[config.mk]
export PLATFORM = sky130hd
export DESIGN_NAME = sevenseg_scan_ctrl_flat
export DESIGN_NICKNAME = d
export VERILOG_FILES = /design/src/rtl/sevenseg_scan_ctrl_if.sv /design/src/rtl/sevenseg_scan_ctrl.sv /design/src/flat_wrapper.sv
export SDC_FILE = /design/constraint.sdc
export NUM_CORES = 1
export LEC_CHECK = 0
export CAP_MARGIN = 20
export CORE_UTILIZATION = 30
export CTS_CLUSTER_SIZE = 28
export DETAILED_ROUTE_END_ITERATION = 8
export SYNTH_ARGS = -nofsm -noshare
export SYNTH_HDL_FRONTEND = slang
export SYNTH_SLANG_ARGS = --single-unit
[constraint.sdc]
create_clock -name clk -period 7.1 [get_ports clk]
set_clock_uncertainty 0.15 [all_clocks]
set_input_delay 1.42 -clock clk [delete_from_list [all_inputs] [get_ports clk]]
set_output_delay 1.42 -clock clk [all_outputs]
set_load 0.01 [all_outputs]
[src/rtl/sevenseg_scan_ctrl_if.sv]
// Signal bundle between the board-side status sources and the seven-segment scan controller.
// The controller takes the slave view; the requester/board side takes the master view.
interface sevenseg_scan_ctrl_if;
    logic [31:0] i_val0;
    logic [31:0] i_val1;
    logic [31:0] i_val2;
    logic [31:0] i_val3;
    logic [1:0]  i_sel;
    logic        i_auto;
    logic        i_lz_blank;
    logic        i_en;
    logic [7:0]  o_an;
    logic [6:0]  o_seg;
    logic        o_dp;
    logic [1:0]  o_src;
    logic        o_frame;

    modport master (
        output i_val0, i_val1, i_val2, i_val3, i_sel, i_auto, i_lz_blank, i_en,
        input  o_an, o_seg, o_dp, o_src, o_frame
    );

    modport slave (
        input  i_val0, i_val1, i_val2, i_val3, i_sel, i_auto, i_lz_blank, i_en,
        output o_an, o_seg, o_dp, o_src, o_frame
    );
endinterface

[src/rtl/sevenseg_scan_ctrl.sv]
// Eight-digit seven-segment scanner: snapshots one of four 32-bit sources per frame and
// multiplexes it onto active-low anode/cathode pins with an internal prescaler.
module sevenseg_scan_ctrl #(
    parameter int unsigned DIV        = 25000,
    parameter int unsigned ROT_FRAMES = 1000
) (
    input  logic               clk,
    input  logic               rstn,
    sevenseg_scan_ctrl_if.slave bus
);
    localparam int unsigned CW  = $clog2(DIV);
    localparam int unsigned FCW = (ROT_FRAMES > 1) ? $clog2(ROT_FRAMES) : 1;
    localparam logic [CW-1:0]  CNT_LAST = CW'(DIV - 1);
    localparam logic [FCW-1:0] FC_LAST  = FCW'(ROT_FRAMES - 1);

    logic [CW-1:0]  cnt_q,   cnt_d;
    logic [2:0]     dig_q,   dig_d;
    logic [FCW-1:0] fc_q,    fc_d;
    logic [31:0]    snap_q,  snap_d;
    logic [7:0]     an_q,    an_d;
    logic [6:0]     seg_q,   seg_d;
    logic           dp_q,    dp_d;
    logic [1:0]     src_q,   src_d;
    logic           frame_q, frame_d;

    logic           tick;
    logic [1:0]     src_nxt;
    logic [31:0]    val_sel;
    logic [31:0]    shifted;
    logic           lz_hit;

    function automatic logic [6:0] hex7(input logic [3:0] n);
        case (n)
            4'h0: hex7 = 7'b0000001;
            4'h1: hex7 = 7'b1001111;
            4'h2: hex7 = 7'b0010010;
            4'h3: hex7 = 7'b0000110;
            4'h4: hex7 = 7'b1001100;
            4'h5: hex7 = 7'b0100100;
            4'h6: hex7 = 7'b0100000;
            4'h7: hex7 = 7'b0001111;
            4'h8: hex7 = 7'b0000000;
            4'h9: hex7 = 7'b0000100;
            4'hA: hex7 = 7'b0001000;
            4'hB: hex7 = 7'b1100000;
            4'hC: hex7 = 7'b0110001;
            4'hD: hex7 = 7'b1000010;
            4'hE: hex7 = 7'b0110000;
            default: hex7 = 7'b0111000;
        endcase
    endfunction

    assign tick = (cnt_q == CNT_LAST) && bus.i_en;

    always_comb begin
        case (src_nxt)
            2'd0:    val_sel = bus.i_val0;
            2'd1:    val_sel = bus.i_val1;
            2'd2:    val_sel = bus.i_val2;
            default: val_sel = bus.i_val3;
        endcase
    end

    always_comb begin
        cnt_d   = cnt_q;
        dig_d   = dig_q;
        fc_d    = fc_q;
        snap_d  = snap_q;
        an_d    = an_q;
        seg_d   = seg_q;
        dp_d    = dp_q;
        src_d   = src_q;
        frame_d = 1'b0;
        src_nxt = bus.i_sel;
        shifted = '0;
        lz_hit  = 1'b0;

        if (bus.i_auto) begin
            src_nxt = (fc_q == FC_LAST) ? src_q + 2'd1 : src_q;
        end else begin
            fc_d = '0;
        end

        // Disable beats a coincident tick, so no snapshot is taken on that edge.
        if (!bus.i_en) begin
            cnt_d = '0;
            dig_d = 3'd7;
            an_d  = '1;
            seg_d = '1;
            dp_d  = 1'b1;
        end else begin
            cnt_d = tick ? '0 : cnt_q + 1'b1;
            if (tick) begin
                dig_d = dig_q + 3'd1;
                if (dig_q == 3'd7) begin
                    src_d   = src_nxt;
                    snap_d  = val_sel;
                    frame_d = 1'b1;
                    if (bus.i_auto) begin
                        fc_d = (fc_q == FC_LAST) ? '0 : fc_q + 1'b1;
                    end
                end
                // Digit is decoded from snap_d so a frame edge shows the fresh snapshot.
                shifted = snap_d >> {dig_d, 2'b00};
                lz_hit  = bus.i_lz_blank && (dig_d != 3'd0) && (shifted == '0);
                an_d    = ~(8'b1 << dig_d);
                seg_d   = lz_hit ? '1 : hex7(shifted[3:0]);
                dp_d    = (dig_d != {1'b0, src_d});
            end
        end
    end

    always_ff @(posedge clk or negedge rstn) begin
        if (!rstn) begin
            cnt_q   <= '0;
            dig_q   <= 3'd7;
            fc_q    <= '0;
            snap_q  <= '0;
            an_q    <= '1;
            seg_q   <= '1;
            dp_q    <= 1'b1;
            src_q   <= '0;
            frame_q <= 1'b0;
        end else begin
            cnt_q   <= cnt_d;
            dig_q   <= dig_d;
            fc_q    <= fc_d;
            snap_q  <= snap_d;
            an_q    <= an_d;
            seg_q   <= seg_d;
            dp_q    <= dp_d;
            src_q   <= src_d;
            frame_q <= frame_d;
        end
    end

    assign bus.o_an    = an_q;
    assign bus.o_seg   = seg_q;
    assign bus.o_dp    = dp_q;
    assign bus.o_src   = src_q;
    assign bus.o_frame = frame_q;
endmodule

[src/flat_wrapper.sv]
// flat-port wrapper written by rule: the top's interface ports become plain ports
module sevenseg_scan_ctrl_flat 
#(
    parameter int unsigned DIV        = 25000,
    parameter int unsigned ROT_FRAMES = 1000
)
  (clk, rstn, bus_i_val0, bus_i_val1, bus_i_val2, bus_i_val3, bus_i_sel, bus_i_auto, bus_i_lz_blank, bus_i_en, bus_o_an, bus_o_seg, bus_o_dp, bus_o_src, bus_o_frame);
  sevenseg_scan_ctrl_if bus_i ();
  input  logic clk;
  input  logic rstn;
  input wire logic [$bits(bus_i.i_val0)-1:0] bus_i_val0;
  input wire logic [$bits(bus_i.i_val1)-1:0] bus_i_val1;
  input wire logic [$bits(bus_i.i_val2)-1:0] bus_i_val2;
  input wire logic [$bits(bus_i.i_val3)-1:0] bus_i_val3;
  input wire logic [$bits(bus_i.i_sel)-1:0] bus_i_sel;
  input wire logic [$bits(bus_i.i_auto)-1:0] bus_i_auto;
  input wire logic [$bits(bus_i.i_lz_blank)-1:0] bus_i_lz_blank;
  input wire logic [$bits(bus_i.i_en)-1:0] bus_i_en;
  output wire logic [$bits(bus_i.o_an)-1:0] bus_o_an;
  output wire logic [$bits(bus_i.o_seg)-1:0] bus_o_seg;
  output wire logic [$bits(bus_i.o_dp)-1:0] bus_o_dp;
  output wire logic [$bits(bus_i.o_src)-1:0] bus_o_src;
  output wire logic [$bits(bus_i.o_frame)-1:0] bus_o_frame;
  assign bus_i.i_val0 = bus_i_val0;
  assign bus_i.i_val1 = bus_i_val1;
  assign bus_i.i_val2 = bus_i_val2;
  assign bus_i.i_val3 = bus_i_val3;
  assign bus_i.i_sel = bus_i_sel;
  assign bus_i.i_auto = bus_i_auto;
  assign bus_i.i_lz_blank = bus_i_lz_blank;
  assign bus_i.i_en = bus_i_en;
  assign bus_o_an = bus_i.o_an;
  assign bus_o_seg = bus_i.o_seg;
  assign bus_o_dp = bus_i.o_dp;
  assign bus_o_src = bus_i.o_src;
  assign bus_o_frame = bus_i.o_frame;
  sevenseg_scan_ctrl #(.DIV(DIV), .ROT_FRAMES(ROT_FRAMES)) u_core (.clk(clk), .rstn(rstn), .bus(bus_i));
endmodule
==> results.json <==
{
  "vias": 7750,
  "slew_viol_final": 0,
  "h-tree-depth": 3,
  "r2r_cells": 15,
  "critPathMaxStageDelay_ps": 670,
  "setup_ws_ps": 1595,
  "crit_required_ps": 7230,
  "max-slew-margin-rel_pct": 33.65,
  "synth-seq-cells": 79,
  "cp-start-kind": "primary input",
  "cap_violations": 0,
  "cts_buffers": 9,
  "endpoint": "u_core.bus.o_seg[3]",
  "synth_compound_area_share_pct": 23.40,
  "rsz0062_at_grt": "false",
  "leakagePower_nw": 3.881,
  "synthSimpleGateAreaFrac_pct": 20.74,
  "synth_xor_xnor_area_share_pct": 2.281,
  "grt_max_degree": 71,
  "n_antenna_cell": 0,
  "cts_sinks": 79,
  "synthCells": 913,
  "crit_path_top_delay_cell": "a2111oi_0",
  "cts_tree": "yes",
  "holdCritPathClass": "reg -> reg",
  "synthTopCellsByCount": "85 x nand2_1, 85 x o21ai_0, 79 x mux2i_1",
  "drtPass1Iterations": 5,
  "antenna_found_initial": 0,
  "fin_crit_sh_pct": 77.54,
  "yosysWarningCount": 0,
  "synthMuxAreaShare_pct": 19.49,
  "outcome": "completed",
  "rr_endpoint": "u_core.bus.o_seg[3]",
  "arrival_ps": 5630,
  "hold_viol": 0,
  "synth_area_leader_cell": "dfrtp_1",
  "synth_top_family_by_area": "compound AO/OA/AOI/OAI gates",
  "numPortBuffers": 153,
  "grt_util_met3_pct": 3.754,
  "synth.distinct_cells": 90,
  "worstSetupPathType": "in -> reg",
  "grt_use_met1_pct": 26.95,
  "vdd_drop_max_mv": 0.1047,
  "synthesis.area_sq_mm": 0.007680,
  "cts_hold_buf": 0,
  "cp-end-kind": "flip-flop",
  "tightest_slew_ps": 992.9,
  "gr-max-usage-layer": "met2",
  "powerDensity_mw_per_mm2": 132.7,
  "fp.dieW_microns": 162,
  "synth_ff_type": "dfrtp_1",
  "layout-drive-gt1-share_pct": 13.07,
  "globalRouteMet2Util_pct": 32.83,
  "top_level_ports": 154,
  "grt_pass1_wl_microns": 41810,
  "drc": 0,
  "dpl_worst_slack_ps": 1282,
  "die_h_microns": 162,
  "avgSynthCellArea_sq_um": 8.412,
  "synthArstFlopShare_pct": 100.0,
  "dieArea_sq_mm": 0.02624,
  "synth_top_area_share_pct": 19.55,
  "clk_root_buffer_cell": "clkbuf_16",
  "routedWlPerCell_microns": 19.77,
  "nets": 1169,
  "grt_overflow": 0,
  "final.setup.tns_ps": 0,
  "ys_seq_area_share_pct": 26.05,
  "clkTransAtPathRegs_ps": 70,
  "postCtsSetupRepairBufs": 0,
  "coreArea_sq_mm": 0.02518,
  "synth_area_leaders": "dfrtp_1 20%, mux2i_1 10%, mux2_2 6.9%",
  "via_per_inst": 5.720,
  "start_util_pct": 30.50,
  "place_area_sq_mm": 0.009385,
  "initialDrtViolationCount": 591,
  "route.final.wire_length_microns": 26790,
  "design_area_sq_mm": 0.009694,
  "critPathMaxFanout": 22,
  "startpoint": "bus_i_auto",
  "insertion_delay_ps": 350,
  "cts_resized": 0,
  "track_usage_pct": 20.36,
  "post-route-min-period_ps": 5505,
  "syn_to_final_growth_pct": 26.23,
  "yosys.area_share.adder_pct": 2.281,
  "rr_startpoint": "u_core.fc_q[4]",
  "dp_hpwl_microns": 19580,
  "place_congestion": 0.9040,
  "grt_pass1_vias": 7533,
  "mappedNetlistNets": 1062,
  "cp_cell_sequence": "buf_2, inv_1, a2bb2oi_1, nand3_2, mux2i_1, mux2i_1, mux2_2, a2111oi_0, a311oi_2, inv_1, ha_1, and3_1, o2111a_1, o21ai_1, a31oi_1",
  "row_count": 58,
  "synth_edf_count": 0,
  "fmax_mhz": 181.6,
  "drtAntennaViolNets": 0,
  "clockBufferDepth": 2,
  "reg2reg_slack_ps": 1970,
  "setup_viol": 0
}
## metal layers
layer,vias up,routed length (microns)
met2,320,12290
met5,-,0
met4,0,746
li1,3693,-
met1,3683,12020
met3,54,1736
## power breakdown
part	total [mW]	internal, mW	switching (mW)
registers	0.453	0.452	0.00142
clock network	0.493	0.274	0.219
logic	0.340	0.166	0.174
total	1.29	0.892	0.394
## how the worst min path moves through the flow
stage	to	depth (start not counted)	start	slack, ps
2_1_floorplan	u_core.snap_q[2]	2	u_core.snap_q[2]	290
3_3_place_gp	u_core.snap_q[2]	2	u_core.snap_q[2]	300
3_5_place_dp	u_core.snap_q[2]	2	u_core.snap_q[2]	300
4_1_cts	u_core.snap_q[2]	2	u_core.snap_q[2]	320
5_1_grt	u_core.snap_q[1]	2	u_core.snap_q[1]	350
6_report	u_core.snap_q[2]	2	u_core.snap_q[2]	320
## area by class of cell
type,count,area (sq um)
clock buffer,11,264.0
clock inverter,5,45.04
fill,2535,15490
inverter,18,67.56
multi-input combinational,741,5249
sequential,79,2002
tap,330,412.9
timing repair buffer,171,1654
## critical path, delay by kind of cell
kind / cells / cell delay, ps
AND/OR/NAND/NOR: 2 / 620
multiplexers: 3 / 710
adder cells (fa/ha/maj): 1 / 240
AO/OA/AOI/OAI: 6 / 1880
buffers and inverters: 3 / 780
## sequential cells by signal, indices dropped and copies added, names as in the netlist, 2 cells and up
| register | cells |
|---|---|
| u_core.snap_q | 32 |
| u_core.bus.o_seg | 7 |
| u_core.bus.o_an | 8 |
| u_core.dig_q | 3 |
| u_core.fc_q | 10 |
| u_core.cnt_q | 15 |
| u_core.bus.o_src | 2 |
## through the flow
step,hold slack [ps],power [mW],cells,utilization [%]
floorplan,288.0,0.6426,913,-
global placement,302.0,0.7938,1339,37.27
detailed placement,304.9,0.7965,1339,37.27
CTS,320.9,1.293,1355,38.50
global route,345.8,1.338,1355,38.50
finish,316.4,1.286,1355,38.50
## kinds of logic after synthesis
family | Yosys count
AO/OA/AOI/OAI | 257
XOR/XNOR | 20
adder cells (fa/ha/maj) | 14
buffers and inverters | 93
flip-flops | 79
multiplexers | 136
AND/OR/NAND/NOR | 314
## cell usage in the layout (no fill, tap or decap), drive strengths merged, types with 5 or more instances in the layout
cell / n
clkdlybuf4s50: 150
o21ai: 91
nand2: 85
mux2i: 80
nor2: 64
nand3: 62
dfrtp: 60
mux2: 52
nor3: 31
a21oi: 26
a221o: 24
a31oi: 22
buf: 21
inv: 21
dfstp: 19
ha: 14
nor4: 12
xnor2: 11
o22ai: 11
clkbuf: 11
xor2: 9
a221oi: 9
or3: 8
o211ai: 8
nand4: 8
and3: 7
a2111o: 6
nand3b: 5
o31ai: 5
a2bb2oi: 5
nor2b: 5
a22oi: 5
a211oi: 5
o221ai: 5
or4: 5
Note: power is estimated with default switching activity, not from simulation.
